--- config.mk ---
export PLATFORM = sky130hd
export DESIGN_NAME = sb_trans_scheduler_flat
export DESIGN_NICKNAME = d
export VERILOG_FILES = /design/src/rtl/sb_trans_scheduler_if.sv /design/src/rtl/sb_trans_scheduler.sv /design/src/flat_wrapper.sv
export SDC_FILE = /design/constraint.sdc
export NUM_CORES = 1
export LEC_CHECK = 0
export BUFFER_PORTS_ARGS = -buffer_cell sky130_fd_sc_hd__buf_4
export CAP_MARGIN = 5
export CORE_UTILIZATION = 50
export CTS_BUF_LIST = sky130_fd_sc_hd__clkbuf_16
export DETAILED_ROUTE_END_ITERATION = 7
export GPL_ROUTABILITY_DRIVEN = 0
export PLACE_DENSITY = 0.7
export SLEW_MARGIN = 30
export SYNTH_ARGS = -nofsm -noshare
export SYNTH_HDL_FRONTEND = slang
export SYNTH_SLANG_ARGS = --single-unit
--- constraint.sdc ---
create_clock -name sb_clk -period 2.2 [get_ports sb_clk]
set_clock_uncertainty 0.05 [all_clocks]
set_input_delay 0.11 -clock sb_clk [delete_from_list [all_inputs] [get_ports sb_clk]]
set_output_delay 0.11 -clock sb_clk [all_outputs]
set_load 0.005 [all_outputs]
--- src/rtl/sb_trans_scheduler_if.sv ---
// Handshake bundle between the sideband transaction scheduler, its requesters and the transactions generator.
interface sb_trans_scheduler_if;
  logic       lt_req;
  logic       at_cmd_req;
  logic       at_rsp_req;
  logic       disconnected_s;
  logic       trans_sent;
  logic [2:0] trans_sel;
  logic       lt_done;
  logic       at_cmd_done;
  logic       at_rsp_done;
  logic [2:0] pending;
  logic       busy;
  logic       timeout_err;
  logic       abort;

  modport master (
    output lt_req, at_cmd_req, at_rsp_req, disconnected_s, trans_sent,
    input  trans_sel, lt_done, at_cmd_done, at_rsp_done, pending, busy, timeout_err, abort
  );

  modport slave (
    input  lt_req, at_cmd_req, at_rsp_req, disconnected_s, trans_sent,
    output trans_sel, lt_done, at_cmd_done, at_rsp_done, pending, busy, timeout_err, abort
  );
endinterface

--- src/rtl/sb_trans_scheduler.sv ---
// Sideband transaction scheduler: latches LT / AT requests, arbitrates, issues trans_sel and paces the generator.
// Build macro SB_SCHED_RR_EN: round-robin between AT rsp and AT cmd (LT keeps absolute priority).
module sb_trans_scheduler #(
  parameter int GAP_CYCLES     = 10,
  parameter int TIMEOUT_CYCLES = 255
) (
  input logic                 sb_clk,
  input logic                 rst,
  sb_trans_scheduler_if.slave bus
);

  localparam int GAP_W  = $clog2(GAP_CYCLES + 1);
  localparam int WAIT_W = $clog2(TIMEOUT_CYCLES + 1);

  localparam logic [GAP_W-1:0]  GAP_LAST  = GAP_W'(GAP_CYCLES - 1);
  localparam logic [GAP_W-1:0]  GAP_SAT   = GAP_W'(GAP_CYCLES);
  localparam logic [WAIT_W-1:0] WAIT_LAST = WAIT_W'(TIMEOUT_CYCLES - 1);
  localparam logic [WAIT_W-1:0] WAIT_SAT  = WAIT_W'(TIMEOUT_CYCLES);

  localparam logic [2:0] SEL_IDLE   = 3'd0;
  localparam logic [2:0] SEL_AT_CMD = 3'd2;
  localparam logic [2:0] SEL_AT_RSP = 3'd3;
  localparam logic [2:0] SEL_LT     = 3'd4;

  typedef enum logic [2:0] {DISC, IDLE, ISSUE, WAIT, GAP} state_t;

  state_t            state;
  logic [2:0]        pending_q;
  logic [2:0]        trans_sel_q;
  logic [2:0]        grant_q;
  logic [2:0]        grant_mask;
  logic [2:0]        grant_code;
  logic [2:0]        req_vec;
  logic [GAP_W-1:0]  gap_cnt;
  logic [WAIT_W-1:0] wait_cnt;
  logic              lt_done_q;
  logic              at_cmd_done_q;
  logic              at_rsp_done_q;
  logic              busy_q;
  logic              timeout_q;
  logic              abort_q;
`ifdef SB_SCHED_RR_EN
  logic              rr_fav_cmd;
`endif

  // Bit order matches the pending output: {lt, at_rsp, at_cmd}.
  assign req_vec = {bus.lt_req, bus.at_rsp_req, bus.at_cmd_req};

  always_comb begin
    grant_mask = 3'b000;
    grant_code = SEL_IDLE;
    if (pending_q[2]) begin
      grant_mask = 3'b100;
      grant_code = SEL_LT;
    end
`ifdef SB_SCHED_RR_EN
    else if (pending_q[1] && pending_q[0]) begin
      if (rr_fav_cmd) begin
        grant_mask = 3'b001;
        grant_code = SEL_AT_CMD;
      end else begin
        grant_mask = 3'b010;
        grant_code = SEL_AT_RSP;
      end
    end
`endif
    else if (pending_q[1]) begin
      grant_mask = 3'b010;
      grant_code = SEL_AT_RSP;
    end else if (pending_q[0]) begin
      grant_mask = 3'b001;
      grant_code = SEL_AT_CMD;
    end
  end

  always_ff @(posedge sb_clk or negedge rst) begin
    if (!rst) begin
      state         <= DISC;
      pending_q     <= 3'b000;
      trans_sel_q   <= SEL_IDLE;
      grant_q       <= SEL_IDLE;
      gap_cnt       <= '0;
      wait_cnt      <= '0;
      lt_done_q     <= 1'b0;
      at_cmd_done_q <= 1'b0;
      at_rsp_done_q <= 1'b0;
      busy_q        <= 1'b0;
      timeout_q     <= 1'b0;
      abort_q       <= 1'b0;
`ifdef SB_SCHED_RR_EN
      rr_fav_cmd    <= 1'b0;
`endif
    end else begin
      trans_sel_q   <= SEL_IDLE;
      lt_done_q     <= 1'b0;
      at_cmd_done_q <= 1'b0;
      at_rsp_done_q <= 1'b0;
      timeout_q     <= 1'b0;
      abort_q       <= 1'b0;

      case (state)
        DISC: begin
          pending_q <= 3'b000;
          busy_q    <= 1'b0;
          if (!bus.disconnected_s) state <= IDLE;
        end

        IDLE: begin
          if (bus.disconnected_s) begin
            state     <= DISC;
            pending_q <= 3'b000;
            abort_q   <= |pending_q;
          end else if (|pending_q) begin
            // A same-cycle request for the granted class re-sets its flag.
            state       <= ISSUE;
            pending_q   <= (pending_q & ~grant_mask) | req_vec;
            trans_sel_q <= grant_code;
            grant_q     <= grant_code;
            wait_cnt    <= '0;
            busy_q      <= 1'b1;
`ifdef SB_SCHED_RR_EN
            if (grant_mask[1] || grant_mask[0]) rr_fav_cmd <= ~rr_fav_cmd;
`endif
          end else begin
            pending_q <= pending_q | req_vec;
          end
        end

        ISSUE: begin
          if (bus.disconnected_s) begin
            state     <= DISC;
            pending_q <= 3'b000;
            abort_q   <= 1'b1;
            busy_q    <= 1'b0;
          end else begin
            state     <= WAIT;
            pending_q <= pending_q | req_vec;
            wait_cnt  <= wait_cnt + 1'b1;
          end
        end

        // wait_cnt counts cycles since the issue cycle, so the timeout lands TIMEOUT_CYCLES after it.
        WAIT: begin
          if (bus.disconnected_s) begin
            state     <= DISC;
            pending_q <= 3'b000;
            abort_q   <= 1'b1;
            busy_q    <= 1'b0;
          end else begin
            pending_q <= pending_q | req_vec;
            if (bus.trans_sent) begin
              state         <= GAP;
              gap_cnt       <= '0;
              lt_done_q     <= (grant_q == SEL_LT);
              at_rsp_done_q <= (grant_q == SEL_AT_RSP);
              at_cmd_done_q <= (grant_q == SEL_AT_CMD);
            end else if (wait_cnt >= WAIT_LAST) begin
              state     <= GAP;
              gap_cnt   <= '0;
              timeout_q <= 1'b1;
            end else if (wait_cnt != WAIT_SAT) begin
              wait_cnt <= wait_cnt + 1'b1;
            end
          end
        end

        GAP: begin
          if (bus.disconnected_s) begin
            state     <= DISC;
            pending_q <= 3'b000;
            abort_q   <= |pending_q;
            busy_q    <= 1'b0;
          end else begin
            pending_q <= pending_q | req_vec;
            if (gap_cnt >= GAP_LAST) begin
              state  <= IDLE;
              busy_q <= 1'b0;
            end else if (gap_cnt != GAP_SAT) begin
              gap_cnt <= gap_cnt + 1'b1;
            end
          end
        end

        default: begin
          state     <= DISC;
          pending_q <= 3'b000;
          busy_q    <= 1'b0;
        end
      endcase
    end
  end

  assign bus.trans_sel   = trans_sel_q;
  assign bus.lt_done     = lt_done_q;
  assign bus.at_cmd_done = at_cmd_done_q;
  assign bus.at_rsp_done = at_rsp_done_q;
  assign bus.pending     = pending_q;
  assign bus.busy        = busy_q;
  assign bus.timeout_err = timeout_q;
  assign bus.abort       = abort_q;

endmodule

--- src/flat_wrapper.sv ---
// flat-port wrapper written by rule: the top's interface ports become plain ports
module sb_trans_scheduler_flat 
#(
  parameter int GAP_CYCLES     = 10,
  parameter int TIMEOUT_CYCLES = 255
)
  (sb_clk, rst, bus_lt_req, bus_at_cmd_req, bus_at_rsp_req, bus_disconnected_s, bus_trans_sent, bus_trans_sel, bus_lt_done, bus_at_cmd_done, bus_at_rsp_done, bus_pending, bus_busy, bus_timeout_err, bus_abort);
  sb_trans_scheduler_if bus_i ();
  input logic sb_clk;
  input logic rst;
  input wire logic [$bits(bus_i.lt_req)-1:0] bus_lt_req;
  input wire logic [$bits(bus_i.at_cmd_req)-1:0] bus_at_cmd_req;
  input wire logic [$bits(bus_i.at_rsp_req)-1:0] bus_at_rsp_req;
  input wire logic [$bits(bus_i.disconnected_s)-1:0] bus_disconnected_s;
  input wire logic [$bits(bus_i.trans_sent)-1:0] bus_trans_sent;
  output wire logic [$bits(bus_i.trans_sel)-1:0] bus_trans_sel;
  output wire logic [$bits(bus_i.lt_done)-1:0] bus_lt_done;
  output wire logic [$bits(bus_i.at_cmd_done)-1:0] bus_at_cmd_done;
  output wire logic [$bits(bus_i.at_rsp_done)-1:0] bus_at_rsp_done;
  output wire logic [$bits(bus_i.pending)-1:0] bus_pending;
  output wire logic [$bits(bus_i.busy)-1:0] bus_busy;
  output wire logic [$bits(bus_i.timeout_err)-1:0] bus_timeout_err;
  output wire logic [$bits(bus_i.abort)-1:0] bus_abort;
  assign bus_i.lt_req = bus_lt_req;
  assign bus_i.at_cmd_req = bus_at_cmd_req;
  assign bus_i.at_rsp_req = bus_at_rsp_req;
  assign bus_i.disconnected_s = bus_disconnected_s;
  assign bus_i.trans_sent = bus_trans_sent;
  assign bus_trans_sel = bus_i.trans_sel;
  assign bus_lt_done = bus_i.lt_done;
  assign bus_at_cmd_done = bus_i.at_cmd_done;
  assign bus_at_rsp_done = bus_i.at_rsp_done;
  assign bus_pending = bus_i.pending;
  assign bus_busy = bus_i.busy;
  assign bus_timeout_err = bus_i.timeout_err;
  assign bus_abort = bus_i.abort;
  sb_trans_scheduler #(.GAP_CYCLES(GAP_CYCLES), .TIMEOUT_CYCLES(TIMEOUT_CYCLES)) u_core (.sb_clk(sb_clk), .rst(rst), .bus(bus_i));
endmodule
==> flow_summary.yaml, run 1 <==
route:
  dr.pass1.iters: 4
  drtIter0Drc: 53
  ant_nets: 0
  wire_per_inst_um: 14.2
  drc: 0
  wirelength_um: 3420
  vias_per_cell: 5.68
  vias: 1369
pwr:
  powerDensity_nw_per_um2: 800
  combPwrFrac_pct: 17.1
  p_int_w: 0.00115
  switching_share_pct: 27.8
  switchingPower_w: 0.000442
  p_leak_nw: 0.925
  seqPwrFrac_pct: 43.2
  max-vdd-ir-drop_mv: 0.500
  p_clk_share_pct: 39.7
synth:
  synth.yosys.seq_area_share_pct: 45.3
  avgSynthCellArea_sq_um: 9.53
  async_flop_share_pct: 100
  synthCells: 174
  synth_ff_type: "dfrtp_1"
  yosys.area.top_type_share_pct: 45.3
  synthTopCellsByCount: "dfrtp_1, nor2_1, a21oi_1"
  synth_area_sq_um: 1660
  ys_ff_latch: 30
  yosysTopAreaCell: "dfrtp_1"
  synth.most_common_cell: "dfrtp_1"
  synth_edf_count: 0
  ys_types: 49
  synth_warnings: 0
  syn_nets: 187
  synthTopCellsByArea: "dfrtp_1, ha_1, a21oi_1, nor2_1, nor3_1"
setup_path:
  crit_end: "u_core.wait_cnt[1]"
  timing.rr.start: "u_core.state[2]"
  crit_fanout: 12
  end_kind: "flip-flop"
  rr_worst_depth: 4
  crit_arrival_ns: 2.09
  path_class: "reg -> reg"
  startpoint_type: "flip-flop"
  worstSetupStartpoint: "u_core.state[2]"
  reg2reg_to: "u_core.wait_cnt[1]"
  rrSetupSlack_ns: 0.22
  required_ns: 2.31
floorplanning:
  design.core.area_sq_um: 3100
  ios: 19
  rows: 20
  die_w_um: 59.6
  dieHeight_um: 59.6
  dieArea_sq_um: 3550
  start_util_pct: 53.4
timing:
  finalHoldViolations: 0
  period_needed_ns: 1.98
  fin_crit_sh_pct: 90.1
  finalSetupTns_ns: 0
  fmax_ghz: 0.505
  worst_pin_slew_ns: 0.409
  setup_viol: 0
  finalMaxSlewViolations: 0
  rsz0062_at_grt: "false"
  slew_headroom_pct: 72.5
global_routing:
  grtUsageTotal_pct: 22.6
  antenna_found_initial: 0
  grt_pass1_vias: 1310
  grt_max_degree: 31
  grt_overflow_total: 0
  grt_pass1_wl_um: 5840
cts:
  cts-htree-levels: 2
  cts.sinks: 30
  postCtsSetupBuffers: 0
  ctsResizeCount: 0
  clk_latency_ns: 0.27
  clock_path_buffers: 2
  cts-root-buf: "clkbuf_16"
  cts_tree: "done"
  clkTransAtPathRegs_ns: 0.05
  cts_made_buffers: 5
final_layout:
  fin_nets: 209
  area_growth_pct: 20.0
  drive_gt1_share_pct: 20.8
  final_util_pct: 64.1
  nFillCells: 277
  antenna_cells: 0
status:
  status: "finished, final reports clean"
job:
  drv_cap: 0
placed_design:
  port_buffers: 18
  dpl.hpwl_um: 2430
hold_path:
  hold_path_class: "in -> reg"
[power by group through the flow]
stage / combinational, W / clock (W) / sequential (W)
finish: 0.000272 / 0.000633 / 0.000687
global route: 0.000309 / 0.000673 / 0.000696
CTS: 0.000273 / 0.000641 / 0.000686
detailed placement: 0.000271 / 0 / 0.000694
global placement: 0.000261 / 0 / 0.000691
floorplan: 0.000205 / 0 / 0.000670
[registers in the layout (all words and copies together) (netlist names)]
signal,cells
u_core.bus.busy,1
u_core.bus.abort,1
u_core.gap_cnt,4
u_core.grant_q,3
u_core.bus.at_rsp_done,1
u_core.bus.lt_done,1
u_core.bus.pending,3
u_core.bus.at_cmd_done,1
u_core.wait_cnt,8
u_core.state,3
u_core.bus.timeout_err,1
u_core.bus.trans_sel,3
[layout by cell type, fill, tap and decap left out, drive strengths merged, types with 2 or more instances in the layout]
master   count
o211ai       2
a21oi       12
nand2        7
ha           6
o21a         4
nand2b       5
a2bb2oi      2
nor3b        3
inv          9
nand3        3
nor2        16
nor2b        3
buf         24
nor3        11
a31oi        7
clkbuf       5
or3          2
clkinv       2
or3b         2
and2         2
or2          2
dfrtp       30
o21ai        8
a32o         2
nor4         2
nand4        2
nor4b        2
and3         4
o31ai        2
[worst max-delay path: stages, from the launching register on]
cell	delay [ns]
dfrtp_1	0.47
nand3b_2	0.31
or4_1	0.52
nor3b_4	0.21
mux2_4	0.31
[area by class of cell]
cell class	instances	area, sq um	area share [%]
Multi-Input combinational cell	126	826	41.5
Clock inverter	3	12.5	0.629
Clock buffer	5	125	6.29
Inverter	8	30.0	1.51
Timing Repair Buffer	25	190	9.56
Sequential cell	30	751	37.7
Tap cell	44	55.1	2.77
[stage by stage]
stage	hold slack (ns)	worst slack [ns]	std cells	total power (W)	cell area (sq um)
after floorplan	-0.236	0.230	174	0.000875	1660
after global placement	0.00536	0.275	232	0.000951	1840
after detailed placement	0.0124	0.246	232	0.000965	1840
after CTS	0.0281	0.226	241	0.00160	1990
after global routing	0.0613	0.112	241	0.00168	1990
final	0.0281	0.218	241	0.00159	1990
[cell families after synthesis]
kind of cell             after synthesis  synth area share, %
adder cells (fa/ha/maj)                6                 4.53
buffers and inverters                 18                 4.91
flip-flops                            30                 45.3
AND/OR/NAND/NOR                       72                 25.7
AO/OA/AOI/OAI                         47                 18.6
multiplexers                           1                0.905
[worst min-delay path by stage]
stage                        start                 endpoint  cells past startpoint  slack, ns
floorplan                      rst         u_core.bus.abort                      0      -0.24
global placement               rst  u_core.bus.trans_sel[2]                      1      0.005
detailed placement             rst  u_core.bus.trans_sel[2]                      1       0.01
CTS                 bus_at_rsp_req    u_core.bus.pending[1]                      3       0.03
global route        bus_at_rsp_req    u_core.bus.pending[1]                      3       0.06
finish              bus_at_rsp_req    u_core.bus.pending[1]                      3       0.03
[routing by layer]
layer | GRT usage (%) | routed length [um] | vias to the layer above
met5 | 0 | 0 | -
met4 | 9.30 | 46 | 0
met2 | 37.1 | 1620 | 29
met3 | 5.90 | 137 | 6
met1 | 28.2 | 1610 | 658
li1 | - | - | 676
[timing repair]
item,in CTS,in global routing
setup endpoints to repair,0,0
hold endpoints to repair,30,0
hold buffers,1,0
(Power assumes the default switching activity.)
==> run 2: changes to the inputs <==
CORE_ASPECT_RATIO = 1.5   (was not set)
PLACE_DENSITY = 0.69   (was 0.7)
==> run 2 against run 1 <==
Effect of this change: sequential cell count unchanged; sequential power barely moved; total power increased by 1.2%; worst setup slack worse by 0.029 ns; core utilization down 1.2 points; global-route usage grew 0.24 points; non-clock buffer count did not move; sequential share of layout area about the same; register-to-register slack got worse by 0.03 ns; critical endpoint unchanged.
==> flow_summary.yaml, run 2 (same netlist as run 1, synthesis figures left out) <==
final_layout:
  nFillCells: 279
  area_growth_pct: 19.9
  largestRegisters: "u_core.wait_cnt (8), u_core.gap_cnt (4)"
  final_common_cell: "dfrtp_1"
  fin_nets: 209
  drive_gt1_share_pct: 21.3
  largest_register: "u_core.wait_cnt"
  largest_reg_flops: 8
  mostFrequentLayoutCells: "dfrtp_1, buf_4, nor2_1, a21oi_1, nor3_1"
  antenna_cells: 0
  fin_cells: 237
setup_path:
  crit_arrival_ns: 2.12
  reg2reg_to: "u_core.wait_cnt[1]"
  timing.rr.start: "u_core.state[2]"
  rr_worst_depth: 4
  crit_fanout: 12
  rrSetupSlack_ns: 0.19
  path_class: "reg -> reg"
  required_ns: 2.31
  end_kind: "flip-flop"
  startpoint_type: "flip-flop"
global_routing:
  grt_overflow_total: 0
  grt_max_degree: 31
  grtUsageTotal_pct: 22.8
  antenna_found_initial: 0
  grt_pass1_vias: 1309
  grt_pass1_wl_um: 6020
cts:
  cts_made_buffers: 5
  clkTransAtPathRegs_ns: 0.05
  cts-root-buf: "clkbuf_16"
  clk_latency_ns: 0.27
  ctsResizeCount: 0
  cts_tree: "done"
  cts-htree-levels: 2
  cts.sinks: 30
  clock_path_buffers: 2
  postCtsSetupBuffers: 0
route:
  ant_nets: 0
  drtIter0Drc: 33
  wirelength_um: 3690
  dr.pass1.iters: 4
  vias: 1371
  drc: 0
  wire_per_inst_um: 15.6
  vias_per_cell: 5.78
pwr:
  switching_share_pct: 28.4
  seqPwrFrac_pct: 42.5
  max-vdd-ir-drop_mv: 0.513
  combPwrFrac_pct: 17.0
  p_int_w: 0.00115
  powerDensity_nw_per_um2: 811
  power_w: 0.00161
  p_clk_share_pct: 40.5
  p_leak_nw: 0.919
  switchingPower_w: 0.000458
floorplanning:
  design.core.area_sq_um: 3160
  rows: 25
  dieHeight_um: 72.5
  dieArea_sq_um: 3550
  ios: 19
  die_w_um: 49.0
  start_util_pct: 52.5
timing:
  worst_pin_slew_ns: 0.387
  finalHoldViolations: 0
  slew_headroom_pct: 74.0
  fmax_ghz: 0.497
  finalSetupTns_ns: 0
  setup_viol: 0
  period_needed_ns: 2.01
  fin_crit_sh_pct: 91.4
  whs_ns: 0.0277
  rsz0062_at_grt: "false"
  finalMaxSlewViolations: 0
placed_design:
  dpl.hpwl_um: 2640
  dp_cells: 228
  port_buffers: 18
status:
  status: "finished, final reports clean"
hold_path:
  min_delay_path_depth: 3
  whs_endpoint: "u_core.bus.pending[1]"
  hold_path_class: "in -> reg"
  hold_start: "bus_at_rsp_req"
job:
  drv_cap: 0
[run 2: critical path: stages (launching register included)]
cell	delay, ns
dfrtp_1	0.48
nand3b_2	0.31
or4_1	0.54
nor3b_4	0.21
mux2_4	0.31
[run 2: layout make-up]
class	count	area [sq um]	area share, %
Sequential cell	30	751	37.8
Multi-Input combinational cell	126	826	41.5
Timing Repair Buffer	25	190	9.57
Clock inverter	3	16.3	0.818
Clock buffer	5	125	6.29
Tap cell	40	50.0	2.52
Inverter	8	30.0	1.51
[run 2: timing repair]
item,in CTS,in global routing
hold endpoints to repair,30,0
hold buffers,1,0
setup endpoints to repair,0,0
[run 2: through the flow]
stage,setup slack [ns],utilization [%],area [sq um]
4_1_cts,0.190,62.9,1990
3_5_place_dp,0.240,58.1,1840
6_report,0.189,62.9,1990
3_3_place_gp,0.266,58.1,1840
2_1_floorplan,0.230,-,1660
5_1_grt,0.114,62.9,1990
[run 2: power by group through the flow]
| stage | Sequential (W) | Clock, W | Combinational (W) |
|---|---|---|---|
| 2_1_floorplan | 0.000670 | 0 | 0.000205 |
| 3_3_place_gp | 0.000687 | 0 | 0.000263 |
| 3_5_place_dp | 0.000692 | 0 | 0.000272 |
| 4_1_cts | 0.000683 | 0.000666 | 0.000275 |
| 5_1_grt | 0.000694 | 0.000684 | 0.000308 |
| 6_report | 0.000685 | 0.000653 | 0.000275 |
[run 2: worst max-delay path by stage]
| stage | from | endpoint | slack [ns] | cells after the start |
|---|---|---|---|---|
| after floorplan | u_core.gap_cnt[0] | u_core.gap_cnt[1] | 0.23 | 6 |
| after global placement | u_core.state[2] | u_core.wait_cnt[1] | 0.27 | 4 |
| after detailed placement | u_core.state[2] | u_core.wait_cnt[1] | 0.24 | 4 |
| after CTS | u_core.state[2] | u_core.wait_cnt[1] | 0.19 | 4 |
| after global routing | u_core.state[0] | u_core.wait_cnt[1] | 0.11 | 4 |
| final | u_core.state[2] | u_core.wait_cnt[1] | 0.19 | 4 |
[run 2: routing by layer]
layer	GRT usage, %	wire length, um	vias up
li1	-	-	677
met2	40.0	1940	33
met1	25.2	1520	654
met3	5.24	152	7
met4	13.1	76	0
met5	0	0	-
==> run 3: changes to the inputs <==
CORE_MARGIN = 2   (was not set)
==> run 3 against run 2 <==
Effect of this change: core utilization grew 0.55 points; register-to-register slack worse by 0.04 ns; first-iteration DRC count shrank 6.1%; via count grew 0.15%; hold slack gained 0.011 ns; die area increased by 7.0%; worst setup slack worse by 0.039 ns; sequential power about the same; final cell count down 0.42%; sequential share of layout area decreased by 0.33 points; combinational power grew 2%; global-route usage decreased by 3.0 points.
==> flow_summary.yaml, run 3 (same netlist as run 1, synthesis figures left out) <==
pwr:
  p_clk_share_pct: 43.2
  power_w: 0.00170
  p_int_w: 0.00127
  max-vdd-ir-drop_mv: 0.703
  switching_share_pct: 25.5
  combPwrFrac_pct: 16.5
  switchingPower_w: 0.000434
  powerDensity_nw_per_um2: 848
  seqPwrFrac_pct: 40.3
  p_leak_nw: 0.931
global_routing:
  grtUsageTotal_pct: 19.8
  antenna_found_initial: 0
  grt_pass1_wl_um: 5660
  grt_overflow_total: 0
  grt_pass1_vias: 1345
  grt_max_degree: 31
setup_path:
  crit_fanout: 8
  required_ns: 2.30
  path_class: "reg -> reg"
  timing.rr.start: "u_core.wait_cnt[1]"
  rrSetupSlack_ns: 0.15
  reg2reg_to: "u_core.wait_cnt[1]"
  startpoint_type: "flip-flop"
  crit_arrival_ns: 2.15
  end_kind: "flip-flop"
  rr_worst_depth: 5
final_layout:
  nFillCells: 253
  largest_reg_flops: 8
  register_area_sq_um: 751
  largestRegisters: "u_core.wait_cnt (8), u_core.gap_cnt (4)"
  mostFrequentLayoutCells: "dfrtp_1, buf_4, nor2_1, a21oi_1, nor3_1"
  largest_register: "u_core.wait_cnt"
  drive_gt1_share_pct: 20.9
  antenna_cells: 0
  final_common_cell: "dfrtp_1"
  area_growth_pct: 21.0
  fin_area_sq_um: 2010
  final_util_pct: 63.5
  fin_nets: 209
  multi_input_area_sq_um: 826
hold_path:
  hold_start: "bus_at_rsp_req"
  min_delay_path_depth: 3
  whs_endpoint: "u_core.bus.pending[1]"
  hold_path_class: "in -> reg"
placed_design:
  dpl_cell_area_sq_um: 1840
  place_ws_ns: 0.182
  dpl.hpwl_um: 2580
  port_buffers: 18
route:
  ant_nets: 0
  dr.pass1.iters: 4
  drc: 0
  wirelength_um: 3600
  vias: 1373
  vias_per_cell: 5.82
  drtIter0Drc: 31
  wire_per_inst_um: 15.2
floorplanning:
  dieHeight_um: 74.5
  ios: 19
  design.core.area_sq_um: 3160
  start_util_pct: 52.5
  die_w_um: 51.0
  dieArea_sq_um: 3800
  rows: 25
cts:
  cts-htree-levels: 2
  clock_path_buffers: 2
  cts.sinks: 30
  ctsResizeCount: 0
  clkTransAtPathRegs_ns: 0.05
  cts_made_buffers: 5
  clk_latency_ns: 0.27
  postCtsSetupBuffers: 0
  cts-root-buf: "clkbuf_16"
  cts_tree: "done"
timing:
  rsz0062_at_grt: "false"
  finalHoldViolations: 0
  finalMaxSlewViolations: 0
  finalSetupTns_ns: 0
  period_needed_ns: 2.05
  fin_crit_sh_pct: 93.2
  slew_headroom_pct: 73.7
  fmax_ghz: 0.488
  worst_pin_slew_ns: 0.394
  setup_viol: 0
  setup_slack_ns: 0.150
status:
  status: "finished, final reports clean"
job:
  drv_cap: 0
run 3: cell types whose count changed in the layout (fill, tap and decap cells not counted), sizes merged:
| cell | previous run | this run |
|---|---|---|
| bufinv | 0 | 1 |
| clkinv | 2 | 1 |
| clkinvlp | 1 | 0 |
run 3: per-layer routing:
metal  vias to the layer above  part of all wire (%)  global-route usage (%)
li1                        676                     -                       -
met1                       666                    44                    22.4
met2                        26                    52                    35.6
met3                         5                   2.7                    4.42
met4                         0                   1.3                    8.11
met5                         -                     0                       0
run 3: final cells by class:
class	instances	area share (%)
clock buffer	5	6.24
clock inverter	2	1.68
inverter	8	1.50
multi-input combinational	126	41.2
sequential	30	37.4
tap	40	2.50
timing repair buffer	25	9.48
run 3: power groups by stage:
stage	Clock [W]	Sequential (W)	Combinational [W]
finish	0.000734	0.000686	0.000280
CTS	0.000749	0.000684	0.000282
detailed placement	0	0.000692	0.000278
floorplan	0	0.000670	0.000205
global route	0.000771	0.000693	0.000313
global placement	0	0.000686	0.000267
run 3: worst max path at each step:
stage               cells after the start  slack (ns)                 end                from
finish                                  5        0.15  u_core.wait_cnt[1]  u_core.wait_cnt[1]
global route                            5        0.05  u_core.wait_cnt[1]  u_core.wait_cnt[1]
CTS                                     5        0.18  u_core.wait_cnt[1]  u_core.wait_cnt[1]
detailed placement                      5        0.18  u_core.wait_cnt[1]  u_core.wait_cnt[1]
global placement                        5        0.26  u_core.wait_cnt[1]  u_core.wait_cnt[1]
floorplan                               6        0.23   u_core.gap_cnt[1]   u_core.gap_cnt[0]
run 3: critical path: stages, from the launching register on:
cell and delay (ns):
dfrtp_1 0.43, ha_1 0.24, nor3_1 0.21, or4_1 0.25
nor3b_4 0.42, mux2_4 0.34
run 3: per-stage QoR:
step,hold WS (ns),cells
after floorplan,-0.236,174
after detailed placement,0.0103,228
after CTS,0.0394,236
after global placement,0.00882,228
final,0.0390,236
after global routing,0.0387,236
run 3: timing repair:
| item | 4_1_cts | 5_1_grt |
|---|---|---|
| hold endpoints to repair | 30 | 0 |
| endpoints found under the setup margin | 0 | 0 |
| hold buffers | 1 | 0 |
